[src/rtl/telemetry_packetizer_pkg.sv]
// Shared types and CRC helper for the telemetry packetizer.
// The CRC state only exists when PKT_CRC_EN is defined.
package telemetry_pkg;

   typedef enum logic [2:0] {
      ST_IDLE,
      ST_SYNC,
      ST_SEQ,
      ST_DATA
`ifdef PKT_CRC_EN
      ,
      ST_CRC
`endif
   } pkt_state_t;

   localparam logic [7:0] CRC8_POLY = 8'h07;

   // MSB-first CRC-8, no reflection, no final XOR; one byte per call.
   function automatic logic [7:0] crc8_byte(input logic [7:0] crc, input logic [7:0] data);
      logic [7:0] c;
      c = crc ^ data;
      for (int i = 0; i < 8; i++) begin
         c = c[7] ? ({c[6:0], 1'b0} ^ CRC8_POLY) : {c[6:0], 1'b0};
      end
      return c;
   endfunction

   function automatic logic [7:0] word_byte(input logic [31:0] word, input logic [1:0] idx);
      logic [7:0] b;
      case (idx)
         2'd0:    b = word[31:24];
         2'd1:    b = word[23:16];
         2'd2:    b = word[15:8];
         default: b = word[7:0];
      endcase
      return b;
   endfunction

endpackage

[src/rtl/telemetry_packetizer_if.sv]
// Word-in / byte-out bus of the telemetry packetizer; slave is the packetizer side.
interface telemetry_packetizer_if;

   logic        in_valid;
   logic [31:0] in_data;
   logic [7:0]  tx_byte;
   logic        tx_valid;
   logic        tx_ready;
   logic        overflow;
   logic [15:0] pkt_count;

   modport master (
      output in_valid, in_data, tx_ready,
      input  tx_byte, tx_valid, overflow, pkt_count
   );

   modport slave (
      input  in_valid, in_data, tx_ready,
      output tx_byte, tx_valid, overflow, pkt_count
   );

endinterface

[src/rtl/telemetry_packetizer_word_fifo.sv]
// Synchronous 32-bit word FIFO with fall-through head and a one-ahead peek.
module telemetry_word_fifo #(
   parameter int DEPTH = 8
) (
   input  logic                   clk,
   input  logic                   rst_n,
   input  logic                   push,
   input  logic                   pop,
   input  logic [31:0]            wdata,
   output logic [31:0]            rdata,
   output logic [31:0]            rdata_next,
   output logic                   full,
   output logic                   empty,
   output logic [$clog2(DEPTH):0] count
);

   localparam int AW = $clog2(DEPTH);
   localparam logic [AW:0] FULL_COUNT = DEPTH[AW:0];

   logic [31:0]   mem [DEPTH];
   logic [AW-1:0] wr_ptr;
   logic [AW-1:0] rd_ptr;
   logic [AW-1:0] rd_next;
   logic          do_push;
   logic          do_pop;

   assign full    = (count == FULL_COUNT);
   assign empty   = (count == '0);
   assign do_pop  = pop && !empty;
   // A push at full is still taken when the same cycle frees a slot.
   assign do_push = push && (!full || do_pop);

   assign rd_next    = rd_ptr + 1'b1;
   assign rdata      = mem[rd_ptr];
   assign rdata_next = mem[rd_next];

   always_ff @(posedge clk) begin
      if (do_push) begin
         mem[wr_ptr] <= wdata;
      end
   end

   always_ff @(posedge clk) begin
      if (!rst_n) begin
         wr_ptr <= '0;
         rd_ptr <= '0;
         count  <= '0;
      end else begin
         if (do_push) begin
            wr_ptr <= wr_ptr + 1'b1;
         end
         if (do_pop) begin
            rd_ptr <= rd_next;
         end
         case ({do_push, do_pop})
            2'b10:   count <= count + 1'b1;
            2'b01:   count <= count - 1'b1;
            default: count <= count;
         endcase
      end
   end

endmodule

[src/rtl/telemetry_packetizer.sv]
// Telemetry packetizer: frames FIFO-buffered 32-bit words into SYNC/SEQ/payload byte packets.
// Defining PKT_CRC_EN appends a CRC-8 over the SEQ and payload bytes as the final byte.
module telemetry_packetizer
   import telemetry_pkg::*;
#(
   parameter int         WORDS_PER_PKT = 4,
   parameter int         FIFO_DEPTH    = 8,
   parameter logic [7:0] SYNC_BYTE     = 8'hA5
) (
   input  logic                  sys_clk,
   input  logic                  sys_rst_n,
   telemetry_packetizer_if.slave bus
);

   localparam int            CW        = $clog2(FIFO_DEPTH) + 1;
   localparam logic [CW-1:0] PKT_WORDS = WORDS_PER_PKT[CW-1:0];
   localparam logic [3:0]    LAST_WORD = 4'(WORDS_PER_PKT - 1);

   pkt_state_t    state;
   pkt_state_t    state_nxt;
   logic [1:0]    byte_idx;
   logic [1:0]    byte_idx_nxt;
   logic [3:0]    word_idx;
   logic [3:0]    word_idx_nxt;
   logic [7:0]    tx_byte_q;
   logic [7:0]    tx_byte_nxt;
   logic          tx_valid_q;
   logic          tx_valid_nxt;
   logic [7:0]    seq;
   logic [15:0]   pkt_cnt;
   logic          ovf;
   logic          hs;
   logic          pop;
   logic          pkt_done;
   logic [31:0]   head;
   logic [31:0]   head_next;
   logic          fifo_full;
   logic          fifo_empty;
   logic [CW-1:0] fifo_count;
`ifdef PKT_CRC_EN
   logic [7:0]    crc;
`endif

   telemetry_word_fifo #(
      .DEPTH(FIFO_DEPTH)
   ) u_fifo (
      .clk       (sys_clk),
      .rst_n     (sys_rst_n),
      .push      (bus.in_valid),
      .pop       (pop),
      .wdata     (bus.in_data),
      .rdata     (head),
      .rdata_next(head_next),
      .full      (fifo_full),
      .empty     (fifo_empty),
      .count     (fifo_count)
   );

   assign hs            = tx_valid_q && bus.tx_ready;
   assign bus.tx_byte   = tx_byte_q;
   assign bus.tx_valid  = tx_valid_q;
   assign bus.overflow  = ovf;
   assign bus.pkt_count = pkt_cnt;

   // tx_byte/tx_valid are computed one state ahead so the link sees registered outputs.
   always_comb begin
      state_nxt    = state;
      byte_idx_nxt = byte_idx;
      word_idx_nxt = word_idx;
      tx_byte_nxt  = tx_byte_q;
      tx_valid_nxt = tx_valid_q;
      pop          = 1'b0;
      pkt_done     = 1'b0;
      case (state)
         ST_IDLE: begin
            if (!fifo_empty && fifo_count >= PKT_WORDS) begin
               state_nxt    = ST_SYNC;
               tx_byte_nxt  = SYNC_BYTE;
               tx_valid_nxt = 1'b1;
            end
         end
         ST_SYNC: begin
            if (hs) begin
               state_nxt   = ST_SEQ;
               tx_byte_nxt = seq;
            end
         end
         ST_SEQ: begin
            if (hs) begin
               state_nxt    = ST_DATA;
               byte_idx_nxt = 2'd0;
               word_idx_nxt = 4'd0;
               tx_byte_nxt  = word_byte(head, 2'd0);
            end
         end
         ST_DATA: begin
            if (hs) begin
               if (byte_idx != 2'd3) begin
                  byte_idx_nxt = byte_idx + 2'd1;
                  tx_byte_nxt  = word_byte(head, byte_idx + 2'd1);
               end else begin
                  pop          = 1'b1;
                  byte_idx_nxt = 2'd0;
                  if (word_idx == LAST_WORD) begin
`ifdef PKT_CRC_EN
                     state_nxt    = ST_CRC;
                     tx_byte_nxt  = crc8_byte(crc, tx_byte_q);
`else
                     state_nxt    = ST_IDLE;
                     tx_byte_nxt  = 8'h00;
                     tx_valid_nxt = 1'b0;
                     pkt_done     = 1'b1;
`endif
                  end else begin
                     // The head is popped on this edge, so the next word is one slot ahead.
                     word_idx_nxt = word_idx + 4'd1;
                     tx_byte_nxt  = word_byte(head_next, 2'd0);
                  end
               end
            end
         end
`ifdef PKT_CRC_EN
         ST_CRC: begin
            if (hs) begin
               state_nxt    = ST_IDLE;
               tx_byte_nxt  = 8'h00;
               tx_valid_nxt = 1'b0;
               pkt_done     = 1'b1;
            end
         end
`endif
         default: begin
            state_nxt    = ST_IDLE;
            tx_byte_nxt  = 8'h00;
            tx_valid_nxt = 1'b0;
         end
      endcase
   end

   always_ff @(posedge sys_clk) begin
      if (!sys_rst_n) begin
         state      <= ST_IDLE;
         byte_idx   <= 2'd0;
         word_idx   <= 4'd0;
         tx_byte_q  <= 8'h00;
         tx_valid_q <= 1'b0;
      end else begin
         state      <= state_nxt;
         byte_idx   <= byte_idx_nxt;
         word_idx   <= word_idx_nxt;
         tx_byte_q  <= tx_byte_nxt;
         tx_valid_q <= tx_valid_nxt;
      end
   end

   // Overflow is sticky: only a dropped word (full, no pop this cycle) sets it.
   always_ff @(posedge sys_clk) begin
      if (!sys_rst_n) begin
         seq     <= 8'h00;
         pkt_cnt <= 16'h0000;
         ovf     <= 1'b0;
      end else begin
         if (pkt_done) begin
            seq     <= seq + 8'h01;
            pkt_cnt <= pkt_cnt + 16'h0001;
         end
         if (bus.in_valid && fifo_full && !pop) begin
            ovf <= 1'b1;
         end
      end
   end

`ifdef PKT_CRC_EN
   always_ff @(posedge sys_clk) begin
      if (!sys_rst_n) begin
         crc <= 8'h00;
      end else if (state == ST_SYNC) begin
         crc <= 8'h00;
      end else if (hs && (state == ST_SEQ || state == ST_DATA)) begin
         crc <= crc8_byte(crc, tx_byte_q);
      end
   end
`endif

endmodule
[src/flat_wrapper.sv]
// flat-port wrapper written by rule: the top's interface ports become plain ports
module telemetry_packetizer_flat import telemetry_pkg::*;
#(
   parameter int         WORDS_PER_PKT = 4,
   parameter int         FIFO_DEPTH    = 8,
   parameter logic [7:0] SYNC_BYTE     = 8'hA5
)
  (sys_clk, sys_rst_n, bus_in_valid, bus_in_data, bus_tx_ready, bus_tx_byte, bus_tx_valid, bus_overflow, bus_pkt_count);
  telemetry_packetizer_if bus_i ();
  input  logic sys_clk;
  input  logic sys_rst_n;
  input wire logic [$bits(bus_i.in_valid)-1:0] bus_in_valid;
  input wire logic [$bits(bus_i.in_data)-1:0] bus_in_data;
  input wire logic [$bits(bus_i.tx_ready)-1:0] bus_tx_ready;
  output wire logic [$bits(bus_i.tx_byte)-1:0] bus_tx_byte;
  output wire logic [$bits(bus_i.tx_valid)-1:0] bus_tx_valid;
  output wire logic [$bits(bus_i.overflow)-1:0] bus_overflow;
  output wire logic [$bits(bus_i.pkt_count)-1:0] bus_pkt_count;
  assign bus_i.in_valid = bus_in_valid;
  assign bus_i.in_data = bus_in_data;
  assign bus_i.tx_ready = bus_tx_ready;
  assign bus_tx_byte = bus_i.tx_byte;
  assign bus_tx_valid = bus_i.tx_valid;
  assign bus_overflow = bus_i.overflow;
  assign bus_pkt_count = bus_i.pkt_count;
  telemetry_packetizer #(.WORDS_PER_PKT(WORDS_PER_PKT), .FIFO_DEPTH(FIFO_DEPTH), .SYNC_BYTE(SYNC_BYTE)) u_core (.sys_clk(sys_clk), .sys_rst_n(sys_rst_n), .bus(bus_i));
endmodule
[config.mk]
export PLATFORM = sky130hd
export DESIGN_NAME = telemetry_packetizer_flat
export DESIGN_NICKNAME = d
export VERILOG_FILES = /design/src/rtl/telemetry_packetizer_pkg.sv /design/src/rtl/telemetry_packetizer_if.sv /design/src/rtl/telemetry_packetizer_word_fifo.sv /design/src/rtl/telemetry_packetizer.sv /design/src/flat_wrapper.sv
export SDC_FILE = /design/constraint.sdc
export NUM_CORES = 1
export LEC_CHECK = 0
export CORE_MARGIN = 2
export CORE_UTILIZATION = 60
export CTS_CLUSTER_DIAMETER = 200
export DETAILED_ROUTE_END_ITERATION = 7
export MAX_ROUTING_LAYER = met4
export PLACE_DENSITY = 0.89
export SKIP_CTS_REPAIR_TIMING = 1
export SYNTH_ARGS = -nofsm -noshare
export SYNTH_HDL_FRONTEND = slang
export SYNTH_SLANG_ARGS = --single-unit
[constraint.sdc]
create_clock -name sys_clk -period 6.1 [get_ports sys_clk]
set_input_delay 0.915 -clock sys_clk [delete_from_list [all_inputs] [get_ports sys_clk]]
set_output_delay 0.915 -clock sys_clk [all_outputs]
set_load 0.01 [all_outputs]
==> flow_metrics.py <==
metrics = {
    "die": {
        "die-area_mm2": 0.02286,
        "die_h_um": 151.2,
        "initial_core_util_pct": 61.45,
        "num_io_pins": 62,
        "num_rows": 53,
        "coreArea_mm2": 0.02115,
        "die_w_um": 151.2,
    },
    "yosys": {
        "synth_common_cells": "edfxtp_1, mux4_2, dfxtp_1",
        "ys_ff_latch": 311,
        "yosysWarnings": 0,
        "synthFlopType": "edfxtp_1",
        "syn_area_per_cell_um2": 16.07,
        "synth_edf_count": 256,
        "syn-cell-area_mm2": 0.01300,
        "synthCells": 809,
        "ys_seq_area_share_pct": 67.60,
        "netlist.area_leader.share_pct": 59.13,
        "synth.most_common_cell": "edfxtp_1",
        "synthArstFlopShare_pct": 0,
        "syn_nets": 863,
        "synth.area.top_cells": "edfxtp_1, mux4_2, dfxtp_1, ha_1, nor2_1",
        "yosys.cell_types.count": 52,
        "yosysTopAreaCell": "edfxtp_1",
    },
    "clock_tree": {
        "h-tree-depth": 1,
        "clock_sinks": 311,
        "clkSlewWorstSetupHoldPaths_ns": 0.07,
        "clkLatencyLatePin_ns": 0.57,
        "cts_buffers": 30,
        "cts_tree": "done",
        "cts_root_buf": "clkbuf_16",
        "clk_path_buf_depth": 3,
    },
    "place": {
        "dpl.cell_count": 1112,
        "finalWeightedCongestion": 0.9167,
        "hpwl_um": 17780,
        "portBuffers": 61,
    },
    "timing": {
        "fmax_ghz": 0.2525,
        "totalNegativeSetupSlack_ns": 0,
        "drv_slew": 0,
        "final_hold_viol_count": 0,
        "worst_slew_pin_slew_ns": 1.149,
        "maxSlewHeadroom_pct": 23.23,
        "finalCritPeriodShare_pct": 64.93,
        "setup_viol": 0,
        "period_needed_ns": 3.961,
        "skew_ns": 0.02291,
        "whs_ns": 0.4996,
        "rsz0062_at_grt": "false",
    },
    "setup_path": {
        "critPathMaxFanout": 32,
        "crit_start": "u_core.state[1]$_SDFFE_PN0P_",
        "path_cells": "ha_1 > nand4_2 > a31oi_1 > nand2b_1 > nor2_4",
        "crit_slowest_cell": "nor2_4",
        "r2r_start": "u_core.state[1]$_SDFFE_PN0P_",
        "cp.arrival_ns": 4.13,
        "setup.worst_path.class": "reg -> reg",
        "cpPeakStageDelay_ns": 0.92,
        "worstPathRequired_ns": 6.27,
        "endpoint_kind": "register",
        "critPathLaunchType": "register",
    },
    "layout": {
        "nets": 923,
        "num_antenna_cells": 0,
        "multi_input_area_mm2": 0.003999,
        "fillers": 1243,
        "seq_area_mm2": 0.008795,
        "drive_gt1_share_pct": 16.01,
        "area_growth_syn_to_layout_pct": 14.92,
        "instances_no_fill": 1168,
    },
    "global_route": {
        "grt_max_degree": 38,
        "grt_usage_pct": 27.01,
        "use_met2_pct": 43.67,
        "antenna_found_initial": 0,
        "groute.layer.met3.usage_pct": 5.783,
        "grt_pass1_vias": 7733,
        "met1_usage_pct": 34.46,
        "grt-ovfl-total": 0,
        "busiest_layer": "met2",
        "grt_pass1_wl_um": 44720,
    },
    "detailed_routing": {
        "postRouteAntennaNets": 0,
        "first_iter_violations": 935,
        "drcViolationCount": 0,
        "dr.pass1.iters": 5,
        "vias": 7802,
        "routedWlPerCell_um": 24.89,
        "wirelength_um": 29080,
        "vias_per_cell": 6.680,
    },
    "pwr": {
        "power_leakage_nw": 4.786,
        "power_mw": 4.558,
        "ir_drop_mv": 0.2441,
        "power_per_cell_area_mw_per_mm2": 305.1,
    },
    "job": {
        "cap_violations": 0,
    },
    "min_path": {
        "worstHoldStart": "u_core.bus.overflow$_SDFFE_PN0P_",
        "hold_class": "reg -> reg",
    },
    "run_status": {
        "status": "complete, no violations",
    },
}
## placed cells by master, fill, tap and decap left out, types with 18 or more instances in the layout
| cell type | netlist | layout |
|---|---|---|
| o21ai_0 | 18 | 18 |
| clkdlybuf4s50_1 | 0 | 61 |
| inv_1 | 18 | 18 |
| edfxtp_1 | 256 | 256 |
| xor2_1 | 20 | 20 |
| mux4_2 | 68 | 68 |
| dfxtp_1 | 55 | 52 |
| a21oi_1 | 28 | 28 |
| clkbuf_16 | 0 | 30 |
| mux2i_1 | 19 | 19 |
| nand4_1 | 21 | 21 |
| nand2_1 | 47 | 47 |
| nor2_1 | 54 | 48 |
| nand3_1 | 18 | 18 |
## flip-flops by register name (all words and copies together), names as in the netlist, named ones only
register	flops
u_core.bus.overflow	1
u_core.bus.tx_valid	1
u_core.word_idx	4
u_core.bus.pkt_count	16
u_core.byte_idx	2
u_core.u_fifo.rd_ptr	3
u_core.state	2
u_core.u_fifo.mem	256
u_core.seq	8
u_core.u_fifo.count	4
u_core.u_fifo.wr_ptr	3
u_core.bus.tx_byte	8
## worst max-delay path, delay by kind of cell, from the launching register on
kind            cells  cell delay, ns
compound gates      1            0.55
fa+ha+maj           1            0.85
simple gates        3            1.72
flops               1            0.40
## worst paths after layout
kind / to / slack [ns] / cells after the start
max reg2reg: u_core.u_fifo.mem[2][15]$_DFFE_PP_ / 2.14 / 5
min: u_core.bus.overflow$_SDFFE_PN0P_ / 0.50 / 2
max: u_core.u_fifo.mem[2][15]$_DFFE_PP_ / 2.14 / 5
min reg2reg: u_core.bus.overflow$_SDFFE_PN0P_ / 0.50 / 2
## final cells by class
type                       count  share of cell area (%)
tap                          275                   2.303
multi-input combinational    436                   26.77
clock inverter                20                   1.817
clock buffer                  36                   5.176
sequential                   311                   58.87
inverter                      19                  0.4774
timing repair buffer          71                   4.590
## stage by stage
step | utilization, % | instance area, um^2 | setup WS [ns]
floorplan | - | 13000 | 1.725
global placement | 65.68 | 13890 | 2.198
detailed placement | 65.68 | 13890 | 2.103
CTS | 70.62 | 14940 | 2.185
global route | 70.62 | 14940 | 1.901
finish | 70.62 | 14940 | 2.139
## metal layers
metal	routed length (um)	up-vias
li1	-	3315
met1	10740	3874
met2	14380	511
met3	2748	102
met4	1207	0
met5	0	-
## where the power goes
| group | internal (mW) | switching (mW) |
|---|---|---|
| logic | 0.0945 | 0.133 |
| clock network | 1.16 | 0.787 |
| registers | 2.35 | 0.0328 |
| total | 3.60 | 0.953 |
## cells by family after synthesis
kind of cell,after synthesis,synth area share (%)
xor gates and xnor gates,28,1.886
adders and majority gates,18,1.790
DFF,311,67.60
and+or+nand+nor,188,7.209
AOI/OAI and AO/OA,110,5.775
buffers and inverters,62,2.060
muxes,92,13.68
Power figures use the tool's default switching activity.
